### config.mk
export PLATFORM = sky130hd
export DESIGN_NAME = score_timer_bcd
export DESIGN_NICKNAME = d
export VERILOG_FILES = /design/src/rtl/score_timer_bcd.sv
export SDC_FILE = /design/constraint.sdc
export NUM_CORES = 1
export LEC_CHECK = 0
export ABC_AREA = 1
export CORE_AREA = 2 2 81 64
export DETAILED_ROUTE_END_ITERATION = 10
export DIE_AREA = 0 0 83 66
export GPL_TIMING_DRIVEN = 0
export PLACE_DENSITY = 0.74
export SETUP_SLACK_MARGIN = 0.3
export SYNTH_ARGS = -nofsm -noshare
export SYNTH_HDL_FRONTEND = slang
export SYNTH_SLANG_ARGS = --single-unit
### constraint.sdc
create_clock -name clk_1k -period 3.4 [get_ports clk_1k]
set_input_delay 0.34 -clock clk_1k [delete_from_list [all_inputs] [get_ports clk_1k]]
set_output_delay 0.34 -clock clk_1k [all_outputs]
set_load 0.005 [all_outputs]
### src/rtl/score_timer_bcd.sv
// score_timer_bcd
// Game-state core for whack-a-mole. It holds the player score and the
// countdown timer as two-digit packed BCD and feeds them straight to the
// 7-segment multiplexer. A prescaler divides the 1 kHz scan clock down
// to one game second.
module score_timer_bcd #(
  parameter int TICKS_PER_SEC = 1000,
  parameter int GAME_SECONDS  = 30
) (
  input  logic       clk_1k,
  input  logic       rst_n,
  input  logic       start,
  input  logic       hit,
  input  logic       miss,
  output logic [7:0] score_bcd,
  output logic [7:0] time_bcd,
  output logic       game_active,
  output logic       game_over
);

  // Round length in BCD, computed once at elaboration.
  localparam logic [7:0]  TimeInit = {4'(GAME_SECONDS / 10), 4'(GAME_SECONDS % 10)};
  // Last prescaler count before it wraps and a game second elapses.
  localparam logic [15:0] PreMax   = 16'(TICKS_PER_SEC - 1);

  typedef enum logic [1:0] {
    IDLE = 2'd0,
    RUN  = 2'd1,
    OVER = 2'd2
  } state_t;

  state_t      state_q, state_d;
  logic [7:0]  score_q, score_d;
  logic [7:0]  time_q, time_d;
  logic [15:0] prescale_q, prescale_d;
  logic        active_q, active_d;
  logic        over_q, over_d;
  logic        startPrev_q, hitPrev_q, missPrev_q;

  logic        startEdge, hitEdge, missEdge;

  // BCD increment that saturates at 99; a ones digit of 9 carries into the tens.
  function automatic logic [7:0] bcdInc(input logic [7:0] v);
    logic [7:0] r;
    if (v == 8'h99) begin
      r = v;
    end else if (v[3:0] == 4'd9) begin
      r = {v[7:4] + 4'd1, 4'd0};
    end else begin
      r = {v[7:4], v[3:0] + 4'd1};
    end
    return r;
  endfunction

  // BCD decrement that floors at 00; a ones digit of 0 borrows from the tens.
  function automatic logic [7:0] bcdDec(input logic [7:0] v);
    logic [7:0] r;
    if (v == 8'h00) begin
      r = v;
    end else if (v[3:0] == 4'd0) begin
      r = {v[7:4] - 4'd1, 4'd9};
    end else begin
      r = {v[7:4], v[3:0] - 4'd1};
    end
    return r;
  endfunction

  // Rising-edge pulses. The previous-sample registers come out of reset at 1,
  // so a button held down through reset does not register as a press.
  assign startEdge = start & ~startPrev_q;
  assign hitEdge   = hit   & ~hitPrev_q;
  assign missEdge  = miss  & ~missPrev_q;

  // Capture the previous level of each button for edge detection.
  always_ff @(posedge clk_1k) begin
    if (!rst_n) begin
      startPrev_q <= 1'b1;
      hitPrev_q   <= 1'b1;
      missPrev_q  <= 1'b1;
    end else begin
      startPrev_q <= start;
      hitPrev_q   <= hit;
      missPrev_q  <= miss;
    end
  end

  // Next-state logic for the round FSM, the timer, the prescaler and the score.
  always_comb begin
    state_d    = state_q;
    score_d    = score_q;
    time_d     = time_q;
    prescale_d = prescale_q;

    case (state_q)
      IDLE, OVER: begin
        if (startEdge) begin
          state_d    = RUN;
          score_d    = 8'h00;
          time_d     = TimeInit;
          prescale_d = 16'd0;
        end
      end

      RUN: begin
        if (prescale_q == PreMax) begin
          prescale_d = 16'd0;
          time_d     = bcdDec(time_q);
          if (time_q == 8'h01) begin
            state_d = OVER;
          end
        end else begin
          prescale_d = prescale_q + 16'd1;
        end

        if (hitEdge && !missEdge) begin
          score_d = bcdInc(score_q);
        end else if (missEdge && !hitEdge) begin
          score_d = bcdDec(score_q);
        end
      end

      default: begin
        state_d = IDLE;
      end
    endcase
  end

  // Status flags are decoded from the next state so they change on the same
  // edge as the state register.
  always_comb begin
    active_d = (state_d == RUN);
    over_d   = (state_d == OVER);
  end

  // State, counters and status flags; reset returns to IDLE from anywhere.
  always_ff @(posedge clk_1k) begin
    if (!rst_n) begin
      state_q    <= IDLE;
      score_q    <= 8'h00;
      time_q     <= TimeInit;
      prescale_q <= 16'd0;
      active_q   <= 1'b0;
      over_q     <= 1'b0;
    end else begin
      state_q    <= state_d;
      score_q    <= score_d;
      time_q     <= time_d;
      prescale_q <= prescale_d;
      active_q   <= active_d;
      over_q     <= over_d;
    end
  end

  assign score_bcd   = score_q;
  assign time_bcd    = time_q;
  assign game_active = active_q;
  assign game_over   = over_q;

endmodule

==> reports/metrics.cfg <==
[run_status]
status = finished clean

[timing]
finalCritPeriodShare_pct = 60.9
fin_skew_ns = 0.00950
drv_slew = 0
slew_headroom_pct = 66.9
worst_pin_slew_ns = 0.496
max_freq_mhz = 483
finalSetupViolations = 0
fin_crit_ns = 2.07
fin_tns_setup_ns = 0
final-hold-violation-count = 0
hold-worst-slack_ns = 0.442
rsz0062_at_grt = false

[synthesis]
synth_top_cell_by_area = dfxtp_1
synthesis.nets = 388
syn-mean-instance-area_sq_um = 6.61
syn_area_sq_mm = 0.00248
synth_area_leaders = dfxtp_1, nand2_1, nor2_1
ys_seq_elements = 39
seq_area_frac_synth_pct = 31.4
synth_top_area_share_pct = 31.4
syn_inst = 376
synth_cell_types = 37
yosysWarnings = 0

[floorplan]
start_util_pct = 52.8
ios = 23
die_w_um = 83
num_rows = 22
dieArea_sq_mm = 0.00548
coreArea_sq_mm = 0.00471
die_h_um = 66

[worst_hold_path]
min_to = prescale_q[11]
hold_path_class = input port to flop
hp-start = rst_n
hold_depth = 3

[routing]
routedWlPerCell_um = 11.8
drtAntennaViolNets = 0
drc = 0
first_pass_iters = 6
viasPerCell = 5.12
initialDrtViolationCount = 274
vias = 2382
finalWirelength_um = 5510

[global_route]
grt_pass1_wl_um = 9320
grt_usage_pct = 21.3
antenna_found_initial = 0
grt_pass1_vias = 2049
overflow = 0
grt_max_degree = 12

[setup_path]
worstSetupPathType = input port to flop
cp-start-kind = input port
r2r-start = missPrev_q
rrSetupSlack_ns = 1.56
crit_fanout = 9
endpoint_kind = flop
rr_endpoint = score_bcd[3]
critPathArrivalTime_ns = 2.31
ff2ff_path_depth = 14
critPathRequiredTime_ns = 3.64

[power_and_ir_drop]
power_density_mw_per_mm2 = 367
switching_power_mw = 0.307
finalPower_mw = 1.05
power.internal_mw = 0.746
switching_share_pct = 29.2
p_leak_nw = 1.23
seq_power_share_pct = 47.1
irDropWorstVdd_v = 0.000258
power_frac_comb_pct = 20.1
p_clk_share_pct = 32.8

[cells_and_area]
fill_cells = 435
syn2layout_area_growth_pct = 15.5
layout.nets = 416
drive_above_1_share_pct = 14.6
antenna_cells = 0

[clock_network]
cts.sinks = 39
path_clk_slew_ns = 0.08
cts_tree = built
cts.hold.buffers_added = 0
post_cts_buffers = 0
cts_resized = 0
root_buffer = clkbuf_8
cts_buffers = 5
cts-htree-levels = 2
clk_path_buf_depth = 2
clk_latency_ns = 0.29

[placed_design]
portBuffers = 21
dp_hpwl_um = 4170
gp_congestion = 0.924

[flow_run]
drv_cap = 0

-- how the worst max path moves through the flow --
| stage | start | endpoint | cells past startpoint |
|---|---|---|---|
| floorplan | miss | score_bcd[0] | 14 |
| global placement | miss | score_bcd[2] | 15 |
| detailed placement | miss | score_bcd[0] | 15 |
| global route | miss | score_bcd[1] | 16 |
| finish | miss | score_bcd[3] | 16 |
| CTS | miss | score_bcd[3] | 16 |
-- power groups by stage --
stage / Clock, mW / Sequential [mW] / Combinational [mW]
floorplan: 0 / 0.503 / 0.149
global placement: 0 / 0.505 / 0.206
detailed placement: 0 / 0.506 / 0.210
CTS: 0.351 / 0.495 / 0.211
global route: 0.372 / 0.499 / 0.241
finish: 0.346 / 0.496 / 0.212
-- flip-flops by register name, summed over array words and instances (netlist names), 2 cells and up --
signal,cells
state_q,2
prescale_q,16
score_bcd,8
time_bcd,8
-- layout make-up --
| type | count | area, sq um | share of cell area [%] |
|---|---|---|---|
| Sequential cell | 39 | 781 | 27.2 |
| Clock buffer | 8 | 100 | 3.49 |
| Inverter | 54 | 205 | 7.15 |
| Multi-Input combinational cell | 275 | 1440 | 50.2 |
| Timing Repair Buffer | 21 | 210 | 7.32 |
| Tap cell | 60 | 75.1 | 2.62 |
| Buffer | 8 | 58.8 | 2.05 |
-- cell usage after synthesis (all sizes together) --
| master | number |
|---|---|
| o21ai | 18 |
| buf | 6 |
| clkbuf | 2 |
| nor2 | 60 |
| o22ai | 1 |
| nand3 | 30 |
| o211ai | 1 |
| or2 | 3 |
| inv | 52 |
| a21oi | 22 |
| nand4 | 10 |
| nor3 | 12 |
| dfxtp | 39 |
| a31oi | 2 |
| nor3b | 1 |
| nand2 | 103 |
| ha | 7 |
| xor2 | 4 |
| a211oi | 1 |
| clkinv | 2 |
-- through the flow --
step           util (%)  std cells  instance area (sq um)  setup WS (ns)
2_1_floorplan         -        376                   2480           1.65
3_3_place_gp       58.9        457                   2770           1.04
3_5_place_dp       58.9        457                   2770           1.03
4_1_cts            61.0        465                   2870           1.35
5_1_grt            61.0        465                   2870           1.14
6_report           61.0        465                   2870           1.33
-- logic make-up (layout without fill, tap and decap cells) --
logic type	count (synthesis)	after routing	share of synthesized area, %
DFF	39	39	31.4
xor gates and xnor gates	4	4	1.41
and+or+nand+nor	219	219	42.5
AOI/OAI and AO/OA	45	45	10.5
adders and majority gates	7	7	3.52
buffers and inverters	62	91	10.6
-- per-layer routing --
layer	part of all wire (%)	wire length (um)	vias to the layer above	GRT usage, %
li1	-	-	1264	-
met1	54	2950	1024	31.2
met2	39	2130	84	31.1
met3	6.7	368	10	4.37
met4	1.2	65	0	6.76
met5	0	0	-	0
-- worst max-delay path, stage by stage --
cell	delay (ns)
clkdlybuf4s50_1	0.45
inv_1	0.04
or2_2	0.26
ha_1	0.17
buf_4	0.17
inv_2	0.11
nand3_1	0.09
nor2_1	0.09
nand2_1	0.06
nand2_1	0.07
nand2_2	0.08
nand2_2	0.11
inv_2	0.07
nand2_1	0.06
nand2_1	0.04
nor2_1	0.08
-- placed cells by master (no fill, tap or decap), types with 6 or more instances in the layout --
master           instances
a21oi_1                 21
clkbuf_8                 7
clkdlybuf4s50_1         21
dfxtp_1                 39
ha_1                     7
inv_1                   39
inv_2                   12
nand2_1                 91
nand2_2                  9
nand3_1                 26
nand4_1                  9
nor2_1                  57
nor3_2                   6
o21ai_0                  8
o21ai_1                  9
No activity file was read; power rests on OpenSTA's default activity.
==> edit (config.mk and constraints unchanged) <==
The 3 states of `state_t` get a one-hot encoding in 3 bits.
--- a/src/rtl/score_timer_bcd.sv
+++ b/src/rtl/score_timer_bcd.sv
@@ -25,6 +25,6 @@
 
-  typedef enum logic [1:0] {
-    IDLE = 2'd0,
-    RUN  = 2'd1,
-    OVER = 2'd2
+  typedef enum logic [2:0] {
+    IDLE = 3'b001,
+    RUN  = 3'b010,
+    OVER = 3'b100
   } state_t;
Check against the original RTL: same outputs for any inputs over 10 cycles, from zero or initial values and one cycle with rst_n low; not proved beyond that.
==> edit against the unedited design <==
- clock skew fell by 0.0016 ns
- cell area rose by 6.8%
- area after synthesis rose by 6.8%
- sequential cell count rose by 1
- largest cell class unchanged
- register-to-register slack got worse by 0.08 ns
- wire length rose by 13%
- setup slack got worse by 0.063 ns
- via count rose by 6.7%
Power is not compared: it rests on default switching activity, and its combinational part moved more than twofold at a synthesized area within 25%.
==> edit: results (changes against the unedited design) <==
- Status: completed (unchanged)
- 1st-pass router iterations: 4 (was 6)
- Pre-CTS setup slack: 0.960 ns (was 1.03 ns)
- Non-Filler Instances: 482 (was 465)
- Grt met1 use: 0.323 (was 0.312)
- Number of global-route vias before repair: 2278 (was 2049)
- GRT Total Usage: 0.236 (was 0.213)
- Port bufs: 22 (was 21)
- CTS resizes: 0 (unchanged)
- WL met1: 3.21 mm (was 2.95 mm)
- Synth top cells by count: 90 x nand2_1, 43 x nor2_1, 40 x dfxtp_1 (was 91 x nand2_1, 57 x nor2_1, 39 x dfxtp_1, 39 x inv_1, 26 x nand3_1)
- Global-route wire length before repair: 10.6 mm (was 9.32 mm)
- Hold Crit Class: reg -> reg (was in -> reg)
- Final wirelength: 6.21 mm (was 5.51 mm)
- Sequential power share: 0.364
- Routed vias: 2542 (was 2382)
- Iteration-0 DRC Markers: 169 (was 274)
- Post-Syn Instances: 392 (was 376)
- Mapped Nets: 404 (was 388)
- Synthesis Warnings: 0 (unchanged)
- Ranking of synthesized cells by area: dfxtp_1 30%, nand2_1 13%, nand3_1 6.6% (was dfxtp_1 31%, nand2_1 14%, nor2_1 8.6%)
- Root buf cell: clkbuf_8 (unchanged)
- Int Pwr: approximately 950 µW
- Power Total: between 1500 and 2000 µW
- Dpl cells: 474 (was 457)
- GPL Wtd Cong: 0.900 (was 0.924)
- Worst EP arrival: 2.31 ns (about the same)
- Clk. pwr: around 410 µW
- Fraction of layout cells with a size suffix above 1: 0.164 (was 0.146)
- Fin Clk Skew: 0.00790 ns (was 0.00950 ns)
- Met2 GRT Util: 0.390 (was 0.311)
- Routed wl met2: 2.70 mm (was 2.13 mm)
- Post-layout net count: 433 (was 416)
- Detailed Place HPWL: 4.63 mm (was 4.17 mm)
- Met3 usage: 0.0400 (was 0.0437)
- Crit path max fanout: 10 (was 9)
- Fillcell total: 434 (was 435)
- Largest register FFs: 16 (unchanged)
- Metal3 WL: 267 µm (was 368 µm)
- Post-synthesis sequential area ratio: 0.302 (was 0.314)
- Post-DP Area: 2950 µm² (was 2770 µm²)
- Pin count of the biggest net entering global routing: 15 (was 12)
- Yosys cell types: 36 (was 37)
- Worst slew pin tran: 0.620 ns (was 0.496 ns)
edit: cell count changes in the layout (fill, tap and decap cells not counted), sizes merged, moves of 3 or more:
cell    unedited run  this run
nor3              12         6
a21oi             22        31
nor2              60        55
nand2            103       106
nand3             30        43
o211ai             1         4
nand4             10        14
inv               52        47
edit: worst max-delay path: stages:
cell and delay, ns:
clkdlybuf4s50_1 0.45, inv_1 0.04, or2_2 0.26, ha_1 0.20, buf_6 0.15, inv_2 0.10
nand2_1 0.06, nor2_1 0.14, nand2_2 0.09, nand2_1 0.08, nand2_1 0.11, nand2_2 0.12
nand2_1 0.05, o21ai_1 0.07, nor2_1 0.05
edit: cell type report:
| cell class | instances | area, µm² | area share |
|---|---|---|---|
| Clock inverter | 3 | 46.3 | 0.0151 |
| Clock buffer | 5 | 68.8 | 0.0224 |
| Sequential cell | 40 | 801 | 0.261 |
| Tap cell | 60 | 75.1 | 0.0245 |
| Buffer | 11 | 83.8 | 0.0273 |
| Timing Repair Buffer | 22 | 220 | 0.0718 |
| Inverter | 47 | 176 | 0.0576 |
| Multi-Input combinational cell | 294 | 1590 | 0.520 |
edit: path summary, 6_finish.rpt:
path | startpoint | end | slack [ns] | cells after the start
min reg2reg | time_bcd[5] | time_bcd[5] | 0.49 | 2
min | time_bcd[5] | time_bcd[5] | 0.49 | 2
max | miss | score_bcd[1] | 1.27 | 15
max reg2reg | missPrev_q | score_bcd[1] | 1.48 | 13
edit: cells by family after synthesis:
| kind of cell | count (synthesis) | share of synthesized area |
|---|---|---|
| flip-flops | 40 | 0.302 |
| adder cells (fa/ha/maj) | 7 | 0.0330 |
| AND/OR/NAND/NOR | 226 | 0.427 |
| buffers and inverters | 58 | 0.0980 |
| AO/OA/AOI/OAI | 55 | 0.120 |
| XOR/XNOR | 6 | 0.0198 |
